--- src/rtl/coin_collector_if.sv ---
// ----------------------------------------------------------------------------
// coin_collector_if
//   Bundles the coin-slot, selection and machine-status inputs of the coin
//   collector together with the request/refund outputs it presents to the
//   vending machine.
//
//   master : the customer/machine side (drives coins, selection, service_type)
//   slave  : the coin collector itself
//
//   Signals
//     coin_valid, coin_type        one coin per cycle (type 0 = NTD_5, 1 = NTD_1)
//     select_valid, select_item    select button (item 0 = NONE, 1 = ITEM_A)
//     service_type[1:0]            machine state: 00 OFF, 01 ON, 10 BUSY
//     coin_in_ntd5/ntd1[CNT_W]     coin counts offered during the issue phase
//     item_type_out                requested item, one cycle per transaction
//     coin_reject                  one-cycle pulse: last coin returned
//     busy                         collector is issuing / waiting for the machine
//     refund_valid, refund_ntd5/1  timeout refund pulse and its counts
// ----------------------------------------------------------------------------
interface coin_collector_if #(
    parameter int CNT_W = 2
);
    logic             coin_valid;
    logic             coin_type;
    logic             select_valid;
    logic             select_item;
    logic [1:0]       service_type;

    logic [CNT_W-1:0] coin_in_ntd5;
    logic [CNT_W-1:0] coin_in_ntd1;
    logic             item_type_out;
    logic             coin_reject;
    logic             busy;
    logic             refund_valid;
    logic [CNT_W-1:0] refund_ntd5;
    logic [CNT_W-1:0] refund_ntd1;

    modport master (
        output coin_valid, coin_type, select_valid, select_item, service_type,
        input  coin_in_ntd5, coin_in_ntd1, item_type_out, coin_reject, busy,
               refund_valid, refund_ntd5, refund_ntd1
    );

    modport slave (
        input  coin_valid, coin_type, select_valid, select_item, service_type,
        output coin_in_ntd5, coin_in_ntd1, item_type_out, coin_reject, busy,
               refund_valid, refund_ntd5, refund_ntd1
    );
endinterface

--- src/rtl/coin_collector.sv ---
// ----------------------------------------------------------------------------
// coin_collector
//   Upstream front end of the vending machine. Accepts one coin per cycle,
//   keeps saturating NTD_5 / NTD_1 counts, latches the customer's item and
//   offers a single request (counts + item) to the machine while the machine
//   reports ON. After the request it waits for the machine to go OFF before
//   taking new coins.
//
//   Ports
//     clk     rising-edge clock
//     reset   synchronous, active-high reset (drops any held coins)
//     bus     coin_collector_if.slave (see interface header for signals)
//
//   Parameters
//     CNT_W        width of each coin count
//     MAX_COINS    per-type saturation limit (<= 2**CNT_W-1)
//     TIMEOUT_CYC  idle COLLECT cycles before an automatic refund
//
//   Optional feature
//     `define COIN_TIMEOUT_EN to enable the idle timer and refund outputs.
//     Without it COLLECT is held indefinitely and refund_* are tied to 0.
//
//   All outputs are registered.
// ----------------------------------------------------------------------------
module coin_collector #(
    parameter int CNT_W       = 2,
    parameter int MAX_COINS   = 3,
    parameter int TIMEOUT_CYC = 15
) (
    input  logic                 clk,
    input  logic                 reset,
    coin_collector_if.slave      bus
);

    // Elaboration-time sanity check of the parameter set.
    if (MAX_COINS < 1 || MAX_COINS > (2**CNT_W) - 1 || TIMEOUT_CYC < 1) begin : g_cfg_check
        $error("coin_collector: invalid CNT_W / MAX_COINS / TIMEOUT_CYC combination");
    end

    typedef enum logic [1:0] {
        S_IDLE      = 2'd0,
        S_COLLECT   = 2'd1,
        S_ISSUE     = 2'd2,
        S_WAIT_DONE = 2'd3
    } state_t;

    localparam logic [1:0]     SVC_OFF = 2'b00;
    localparam logic [1:0]     SVC_ON  = 2'b01;
    localparam logic [CNT_W:0] MAX_W   = (CNT_W + 1)'(MAX_COINS);

    // Saturating increment: the sum is formed one bit wider than the count so
    // it can be compared against the limit without wrapping. Result MSB flags
    // a coin that does not fit; the low bits are the (possibly unchanged) count.
    function automatic logic [CNT_W:0] sat_inc(input logic [CNT_W-1:0] cnt);
        logic [CNT_W:0] sum;
        sum = {1'b0, cnt} + {{CNT_W{1'b0}}, 1'b1};
        if (sum <= MAX_W) begin
            return {1'b0, sum[CNT_W-1:0]};
        end
        return {1'b1, cnt};
    endfunction

    // ------------------------------------------------------------------
    // State and output registers
    // ------------------------------------------------------------------
    state_t           state_q, state_d;
    logic [CNT_W-1:0] ntd5_q, ntd5_d;
    logic [CNT_W-1:0] ntd1_q, ntd1_d;
    logic             item_q, item_d;

    logic [CNT_W-1:0] coin_in_ntd5_q, coin_in_ntd5_d;
    logic [CNT_W-1:0] coin_in_ntd1_q, coin_in_ntd1_d;
    logic             item_type_out_q, item_type_out_d;
    logic             coin_reject_q, coin_reject_d;
    logic             busy_q, busy_d;

    logic [CNT_W:0]   inc5, inc1;

`ifdef COIN_TIMEOUT_EN
    localparam int             TMR_W    = $clog2(TIMEOUT_CYC + 1);
    localparam logic [TMR_W-1:0] TMR_LAST = TMR_W'(TIMEOUT_CYC - 1);

    logic [TMR_W-1:0] timer_q, timer_d;
    logic             refund_valid_q, refund_valid_d;
    logic [CNT_W-1:0] refund_ntd5_q, refund_ntd5_d;
    logic [CNT_W-1:0] refund_ntd1_q, refund_ntd1_d;
`endif

    // ------------------------------------------------------------------
    // Next-state / next-output logic
    // ------------------------------------------------------------------
    always_comb begin
        state_d         = state_q;
        ntd5_d          = ntd5_q;
        ntd1_d          = ntd1_q;
        item_d          = item_q;
        item_type_out_d = 1'b0;
        coin_reject_d   = 1'b0;
        inc5            = sat_inc(ntd5_q);
        inc1            = sat_inc(ntd1_q);
`ifdef COIN_TIMEOUT_EN
        timer_d         = timer_q;
        refund_valid_d  = 1'b0;
        refund_ntd5_d   = '0;
        refund_ntd1_d   = '0;
`endif

        case (state_q)
            S_IDLE: begin
`ifdef COIN_TIMEOUT_EN
                timer_d = '0;
`endif
                // Selections are ignored here: nothing is held yet.
                if (bus.coin_valid) begin
                    if (bus.coin_type) begin
                        ntd1_d = inc1[CNT_W-1:0];
                    end else begin
                        ntd5_d = inc5[CNT_W-1:0];
                    end
                    state_d = S_COLLECT;
                end
            end

            S_COLLECT: begin
                // A coin arriving together with the select is counted first
                // so it travels with the request.
                if (bus.coin_valid) begin
                    if (bus.coin_type) begin
                        if (inc1[CNT_W]) coin_reject_d = 1'b1;
                        else             ntd1_d = inc1[CNT_W-1:0];
                    end else begin
                        if (inc5[CNT_W]) coin_reject_d = 1'b1;
                        else             ntd5_d = inc5[CNT_W-1:0];
                    end
                end

                if (bus.select_valid && bus.select_item) begin
                    item_d  = bus.select_item;
                    state_d = S_ISSUE;
                end
`ifdef COIN_TIMEOUT_EN
                if (bus.coin_valid || bus.select_valid) begin
                    timer_d = '0;
                end else if (timer_q == TMR_LAST) begin
                    // Refund goes out with the counts we held; a coin in the
                    // refund cycle is then handled by IDLE and is kept.
                    refund_valid_d = 1'b1;
                    refund_ntd5_d  = ntd5_q;
                    refund_ntd1_d  = ntd1_q;
                    ntd5_d         = '0;
                    ntd1_d         = '0;
                    timer_d        = '0;
                    state_d        = S_IDLE;
                end else begin
                    timer_d = timer_q + 1'b1;
                end
`endif
            end

            S_ISSUE: begin
                if (bus.coin_valid) coin_reject_d = 1'b1;
                // item_type_out_q high means the machine has seen the request:
                // drop it and wait for the machine to finish.
                if (item_type_out_q) begin
                    ntd5_d  = '0;
                    ntd1_d  = '0;
                    item_d  = 1'b0;
                    state_d = S_WAIT_DONE;
                end else if (bus.service_type == SVC_ON) begin
                    item_type_out_d = item_q;
                end
            end

            S_WAIT_DONE: begin
                if (bus.coin_valid) coin_reject_d = 1'b1;
                // OFF guarantees the machine has left BUSY before the next request.
                if (bus.service_type == SVC_OFF) begin
                    state_d = S_IDLE;
                end
            end

            default: begin
                state_d = S_IDLE;
            end
        endcase

        busy_d         = (state_d == S_ISSUE) || (state_d == S_WAIT_DONE);
        coin_in_ntd5_d = (state_d == S_ISSUE) ? ntd5_d : '0;
        coin_in_ntd1_d = (state_d == S_ISSUE) ? ntd1_d : '0;
    end

    // ------------------------------------------------------------------
    // Registers
    // ------------------------------------------------------------------
    always_ff @(posedge clk) begin
        if (reset) begin
            state_q         <= S_IDLE;
            ntd5_q          <= '0;
            ntd1_q          <= '0;
            item_q          <= 1'b0;
            coin_in_ntd5_q  <= '0;
            coin_in_ntd1_q  <= '0;
            item_type_out_q <= 1'b0;
            coin_reject_q   <= 1'b0;
            busy_q          <= 1'b0;
`ifdef COIN_TIMEOUT_EN
            timer_q         <= '0;
            refund_valid_q  <= 1'b0;
            refund_ntd5_q   <= '0;
            refund_ntd1_q   <= '0;
`endif
        end else begin
            state_q         <= state_d;
            ntd5_q          <= ntd5_d;
            ntd1_q          <= ntd1_d;
            item_q          <= item_d;
            coin_in_ntd5_q  <= coin_in_ntd5_d;
            coin_in_ntd1_q  <= coin_in_ntd1_d;
            item_type_out_q <= item_type_out_d;
            coin_reject_q   <= coin_reject_d;
            busy_q          <= busy_d;
`ifdef COIN_TIMEOUT_EN
            timer_q         <= timer_d;
            refund_valid_q  <= refund_valid_d;
            refund_ntd5_q   <= refund_ntd5_d;
            refund_ntd1_q   <= refund_ntd1_d;
`endif
        end
    end

    assign bus.coin_in_ntd5  = coin_in_ntd5_q;
    assign bus.coin_in_ntd1  = coin_in_ntd1_q;
    assign bus.item_type_out = item_type_out_q;
    assign bus.coin_reject   = coin_reject_q;
    assign bus.busy          = busy_q;

`ifdef COIN_TIMEOUT_EN
    assign bus.refund_valid  = refund_valid_q;
    assign bus.refund_ntd5   = refund_ntd5_q;
    assign bus.refund_ntd1   = refund_ntd1_q;
`else
    assign bus.refund_valid  = 1'b0;
    assign bus.refund_ntd5   = '0;
    assign bus.refund_ntd1   = '0;
`endif

endmodule

--- src/flat_wrapper.sv ---
// flat-port wrapper written by rule: the top's interface ports become plain ports
module coin_collector_flat 
#(
    parameter int CNT_W       = 2,
    parameter int MAX_COINS   = 3,
    parameter int TIMEOUT_CYC = 15
)
  (clk, reset, bus_coin_valid, bus_coin_type, bus_select_valid, bus_select_item, bus_service_type, bus_coin_in_ntd5, bus_coin_in_ntd1, bus_item_type_out, bus_coin_reject, bus_busy, bus_refund_valid, bus_refund_ntd5, bus_refund_ntd1);
  coin_collector_if #(.CNT_W(CNT_W)) bus_i ();
  input  logic clk;
  input  logic reset;
  input wire logic [$bits(bus_i.coin_valid)-1:0] bus_coin_valid;
  input wire logic [$bits(bus_i.coin_type)-1:0] bus_coin_type;
  input wire logic [$bits(bus_i.select_valid)-1:0] bus_select_valid;
  input wire logic [$bits(bus_i.select_item)-1:0] bus_select_item;
  input wire logic [$bits(bus_i.service_type)-1:0] bus_service_type;
  output wire logic [$bits(bus_i.coin_in_ntd5)-1:0] bus_coin_in_ntd5;
  output wire logic [$bits(bus_i.coin_in_ntd1)-1:0] bus_coin_in_ntd1;
  output wire logic [$bits(bus_i.item_type_out)-1:0] bus_item_type_out;
  output wire logic [$bits(bus_i.coin_reject)-1:0] bus_coin_reject;
  output wire logic [$bits(bus_i.busy)-1:0] bus_busy;
  output wire logic [$bits(bus_i.refund_valid)-1:0] bus_refund_valid;
  output wire logic [$bits(bus_i.refund_ntd5)-1:0] bus_refund_ntd5;
  output wire logic [$bits(bus_i.refund_ntd1)-1:0] bus_refund_ntd1;
  assign bus_i.coin_valid = bus_coin_valid;
  assign bus_i.coin_type = bus_coin_type;
  assign bus_i.select_valid = bus_select_valid;
  assign bus_i.select_item = bus_select_item;
  assign bus_i.service_type = bus_service_type;
  assign bus_coin_in_ntd5 = bus_i.coin_in_ntd5;
  assign bus_coin_in_ntd1 = bus_i.coin_in_ntd1;
  assign bus_item_type_out = bus_i.item_type_out;
  assign bus_coin_reject = bus_i.coin_reject;
  assign bus_busy = bus_i.busy;
  assign bus_refund_valid = bus_i.refund_valid;
  assign bus_refund_ntd5 = bus_i.refund_ntd5;
  assign bus_refund_ntd1 = bus_i.refund_ntd1;
  coin_collector #(.CNT_W(CNT_W), .MAX_COINS(MAX_COINS), .TIMEOUT_CYC(TIMEOUT_CYC)) u_core (.clk(clk), .reset(reset), .bus(bus_i));
endmodule
--- config.mk ---
export PLATFORM = sky130hd
export DESIGN_NAME = coin_collector_flat
export DESIGN_NICKNAME = d
export VERILOG_FILES = /design/src/rtl/coin_collector_if.sv /design/src/rtl/coin_collector.sv /design/src/flat_wrapper.sv
export SDC_FILE = /design/constraint.sdc
export NUM_CORES = 1
export LEC_CHECK = 0
export CORE_AREA = 3 3 40 42
export DETAILED_ROUTE_END_ITERATION = 12
export DIE_AREA = 0 0 43 45
export DONT_BUFFER_PORTS = 1
export HOLD_SLACK_MARGIN = 0.08
export PLACE_DENSITY_LB_ADDON = 0.15
export SYNTH_ARGS = -nofsm -noshare
export SYNTH_HDL_FRONTEND = slang
export SYNTH_SLANG_ARGS = --single-unit
--- constraint.sdc ---
create_clock -name clk -period 2.4 [get_ports clk]
set_input_delay 0.6 -clock clk [delete_from_list [all_inputs] [get_ports clk]]
set_output_delay 0.6 -clock clk [all_outputs]
set_load 0.005 [all_outputs]
==> Word level (Yosys, flattened, before mapping) <==
Cells that the tools add are included.
{ "word_totals": {"wordCells": 67, "in_bits": 8, "register_bits": 14, "out_inout_bits": 12} }
{ "classes": {"n_lt_le_gt_ge": 2, "bitwise_logic": 3, "reduce_logical": 9, "n_addsub": 2, "n_eq_ne": 8, "mux": 34} }
{ "op_table": {"columns": ["op", "n"], "rows": [
  ["2-to-1 mux 2 bit", 16],
  ["2-to-1 mux 3 bit", 4],
  ["one-hot mux 2 bit (3 select lines)", 2],
  ["2-to-1 mux 1 bit", 9],
  ["equality test 2 bit (second input constant)", 4],
  ["one-hot mux 2 bit (4 select lines)", 1],
  ["adder 2 x 1 -> 3 bit (second input constant)", 2],
  ["less-or-equal comparator 3 x 2 -> 1 bit (second input constant)", 2],
  ["equality test 2 x 1 -> 1 bit (second input constant)", 2],
  ["zero test 2 bit", 2],
  ["inequality test 2 x 1 -> 1 bit (second input constant)", 2],
  ["one-hot mux 1 bit (2 select lines)", 2],
  ["OR reduction 2 bit", 2],
  ["OR reduction 4 bit", 1],
  ["NOT 1 bit", 3],
  ["AND reduction 3 bit", 1],
  ["nonzero test 2 bit", 1],
  ["logical AND 1 bit", 1],
  ["logical OR 1 bit", 1]
]} }

==> Logic depth before layout (Yosys ltp) <==
{ "depth": {"word_depth": 8, "depth_mapped": 7, "ltp_nobuf": 6} }

==> Worst setup path after synthesis <==
No wires, ideal clock.
{ "synth_path": {"kind": "reg2reg", "from": "register u_core.state_q[1]", "to": "register u_core.coin_in_ntd1_q[0], in the netlist u_core.bus.coin_in_ntd1[0]", "path_slack_ps": 843, "n_path_buf": 1, "stages_incl_launch_ff": 8, "setup_ps": 125, "arrival_time_ps": 1431, "synth_period_minus_slack_ps": 1557, "required_time_ps": 2275, "path_cell_list": "dfxtp_1 inv_2 ha_1 buf_4 o21ba_2 and3_1 o22ai_1 nor3_1"} }
{ "synth_via": {"elab_chain_cells": 5, "elab_cells_between_ends": 13, "cone_classes": "eq/ne (4); mux (6); bitwise (1); reduce/logical (2)"} }
{ "synth_rtl": {"columns": ["item", "line_no", "text"], "rows": [
  ["start, declared", "coin_collector.sv:66", "state_t state_q, state_d;"],
  ["start signal, assigned", "coin_collector.sv:213", "state_q <= state_d;"],
  ["equality test 2 bit, or another cell as far along", "coin_collector.sv:108", "case (state_q)"],
  ["one-hot mux 2 bit (4 select lines)", "coin_collector.sv:108", null],
  ["equality test 2 bit", "coin_collector.sv:189", "coin_in_ntd1_d = (state_d == S_ISSUE) ? ntd1_d : '0;"],
  ["NOT 1 bit (no source line)", null, null],
  ["OR reduction 2 bit (no source line)", null, null],
  ["end signal, assigned", "coin_collector.sv:218", "coin_in_ntd1_q <= coin_in_ntd1_d;"],
  ["end, declared", "coin_collector.sv:72", "logic [CNT_W-1:0] coin_in_ntd1_q, coin_in_ntd1_d;"]
]} }
Parallel ways exist; a longest one is shown, timed or not.
A chain may end at the register's enable or synchronous reset.

==> Final worst setup path <==
Same ends and word-level chain as after synthesis.

==> flow_summary.ini <==
[power]
fin_total_pwr_uw = 454
vdd_drop_max_v = 0.000409
internal-power_uw = 324
switching_share_pct = 28.8
p_leak_uw = 0.000265
p_per_area_nw_per_um2 = 635
power_frac_seq_pct = 51.4
pwr-share-clk_pct = 29.6
power_switching_uw = 131
combPwrFrac_pct = 19.1

[timing]
rsz0062_at_grt = no
period_minus_slack_ns = 1.75
setup_ws_ns = 0.652
fmax_ghz = 0.572
slew_violations = 0
skew_ns = 0.00253
tns_ns = 0
setup_violations = 0
hold_viol = 0
post-route-period-util_pct = 72.8

[setup_path]
arrival_ns = 1.90
crit_required_ns = 2.55
crit_family = flip-flops
worstSetupStartpointType = flip-flop
cp_slowest_cell = dfxtp_1
cp_cell_sequence = inv_2 > ha_1 > o21ba_2 > and3_1 > o22ai_1 > nor3_1
crit_buf_inv = 1
critPathCaptureType = flip-flop
cpPeakStageDelay_ns = 0.48
cp_max_fo = 9
path_class = flip-flop to flip-flop

[die]
die-area_um2 = 1940
die_w_um = 43
initial_utilization_pct = 55.2
fp.coreArea_um2 = 1280
io_pins = 20
rows = 13
die_h_um = 45

[global_routing]
grt_pass1_wl_um = 2270
grt_usage_pct = 15.4
overflow = 0
antenna_found_initial = 0
grt_pass1_vias = 514
grt_max_degree = 10

[cts]
cts.path.max_buffers = 2
postCtsSetupBuffers = 0
cts-root-buf = clkbuf_4
htreeDepth = 1
cts_made_buffers = 3
cts_tree = built
cts-resized-gates = 0
insertion_delay_ns = 0.27
clock_sinks = 13
clk_pin_slew_ns = 0.08
postCtsHoldBufs = 0

[finish]
final_net_count = 92
area_growth_syn_to_layout_pct = 0.882
final_util_pct = 55.7
antenna_cells = 0
finalNonFillerCells = 93
drive_above_1_share_pct = 12.8

[placed_design]
dp_slack_ns = 0.673
numPortBuffers = 0
dp_hpwl_um = 1050
place_congestion = 0.879
dp.cells = 89

[yosys]
synth.area.mux_share_pct = 0
ys_seq_area_share_pct = 36.7
synth_fa_ha_area_share_pct = 8.82
synth_top_family_by_area = simple AND/OR/NAND/NOR gates
yosysUniqueCellTypes = 35
synthFlopType = dfxtp_1
ys_warn_count = 0
synth-edff-count = 0
synth_compound_gate_area_share_pct = 20.6
ys_ff_latch = 13
async_flop_share_pct = 0
postSynthCellCount = 78
synth.avg_cell_area_um2 = 9.10
synth_xor_area_share_pct = 0
netlist_area_um2 = 709
synth-simple-area-share_pct = 23.1

[drt]
drtIter0Drc = 12
wl_per_cell_um = 14.8
vias = 554
first_pass_iters = 4
ant_nets = 0
drc_errors = 0
drt_wl_total_um = 1370
drt-vias-per-instance = 5.96

[status]
outcome = finished, final reports clean

[run]
maxCapViolations = 0

[min_path]
hp-class = input pin to flip-flop
## kinds of logic (layout without fill, tap and decap cells)
logic type	after synthesis	after routing
flops	13	13
other cells	1	5
compound gates	19	19
simple gates	27	27
fa+ha+maj	5	5
buf+inv	13	9
## flip-flops by register name (all words and copies together), names as in the netlist
register and count:
u_core.state_q 2, u_core.ntd5_q 2, u_core.bus.item_type_out 1, u_core.item_q 1
u_core.ntd1_q 2, u_core.bus.coin_in_ntd1 2, u_core.bus.coin_in_ntd5 2, u_core.bus.coin_reject 1
## cell usage in the layout (no fill, tap or decap), drive strengths merged
cell type / netlist / routed
nand4b: 2 / 2
nand2b: 2 / 2
a21oi: 1 / 1
nor2b: 3 / 3
o22ai: 2 / 2
clkbuf: 1 / 4
nor4b: 1 / 1
a31oi: 3 / 3
dfxtp: 13 / 13
a211oi: 1 / 1
conb: 1 / 5
and3: 1 / 1
inv: 5 / 5
nor3: 5 / 5
nor4: 3 / 3
o211ai: 1 / 1
nor2: 4 / 4
nand3: 2 / 2
nor3b: 1 / 1
o21ai: 4 / 4
o21ba: 1 / 1
a221oi: 1 / 1
nand2: 3 / 3
a41oi: 2 / 2
o21bai: 1 / 1
a221o: 1 / 1
a21bo: 1 / 1
ha: 5 / 5
## path summary, 6_finish.rpt
kind / startpoint / end / slack [ns] / cells past startpoint
worst min register to register: u_core.item_q$_SDFFE_PP0P_ / u_core.bus.item_type_out$_SDFF_PP0_ / 0.44 / 2
worst min-delay path: reset / u_core.ntd5_q[0]$_SDFF_PP0_ / 0.39 / 1
worst max-delay path: u_core.state_q[1]$_SDFF_PP0_ / u_core.bus.coin_in_ntd1[0]$_SDFF_PP0_ / 0.65 / 6
worst max register to register: u_core.state_q[1]$_SDFF_PP0_ / u_core.bus.coin_in_ntd1[0]$_SDFF_PP0_ / 0.65 / 6
## cells in the mapped netlist, drive strengths merged (2+ instances only)
library cell	count	area (um2)
o22ai	2	12.5
a31oi	3	25.0
nand2b	2	12.5
nor3	5	25.0
buf	7	50.0
nor2	4	15.0
a41oi	2	17.5
nor4	3	25.0
nand2	3	11.3
inv	5	18.8
nand3	2	10.0
o21ai	4	20.0
nor2b	3	18.8
nand4b	2	23.8
dfxtp	13	260
ha	5	62.6
## power by group through the flow
stage | Clock (uW) | Sequential, uW | Combinational (uW)
floorplan | 0 | 237 | 83.0
global placement | 0 | 239 | 87.1
detailed placement | 0 | 239 | 84.8
CTS | 137 | 234 | 85.2
global route | 144 | 235 | 97.3
finish | 134 | 233 | 86.6
## per-layer routing
metal	part of all wire [%]	wire, um	track usage, %
met4	0.44	6	3.61
met3	7.9	108	3.98
met1	48	658	21.3
met5	0	0	0
met2	44	600	24.3
## worst register-to-register path, stage by stage (launching register included)
cell and delay, ns:
dfxtp_1 0.48, inv_2 0.10, ha_1 0.31, o21ba_2 0.25, and3_1 0.18, o22ai_1 0.22, nor3_1 0.09
## per-stage QoR
step | area, um2 | hold WS (ns)
after global routing | 716 | 0.386
after detailed placement | 689 | 0.428
after global placement | 689 | 0.431
after floorplan | 724 | 0.416
final | 716 | 0.392
after CTS | 716 | 0.387
## layout make-up
class	count	area [um2]
fillers	119	569
clock buffers	4	26.3
flip-flops and latches	13	260
multi-input cells	56	392
inverters	5	18.8
well taps	15	18.8
(Power assumes the default switching activity.)
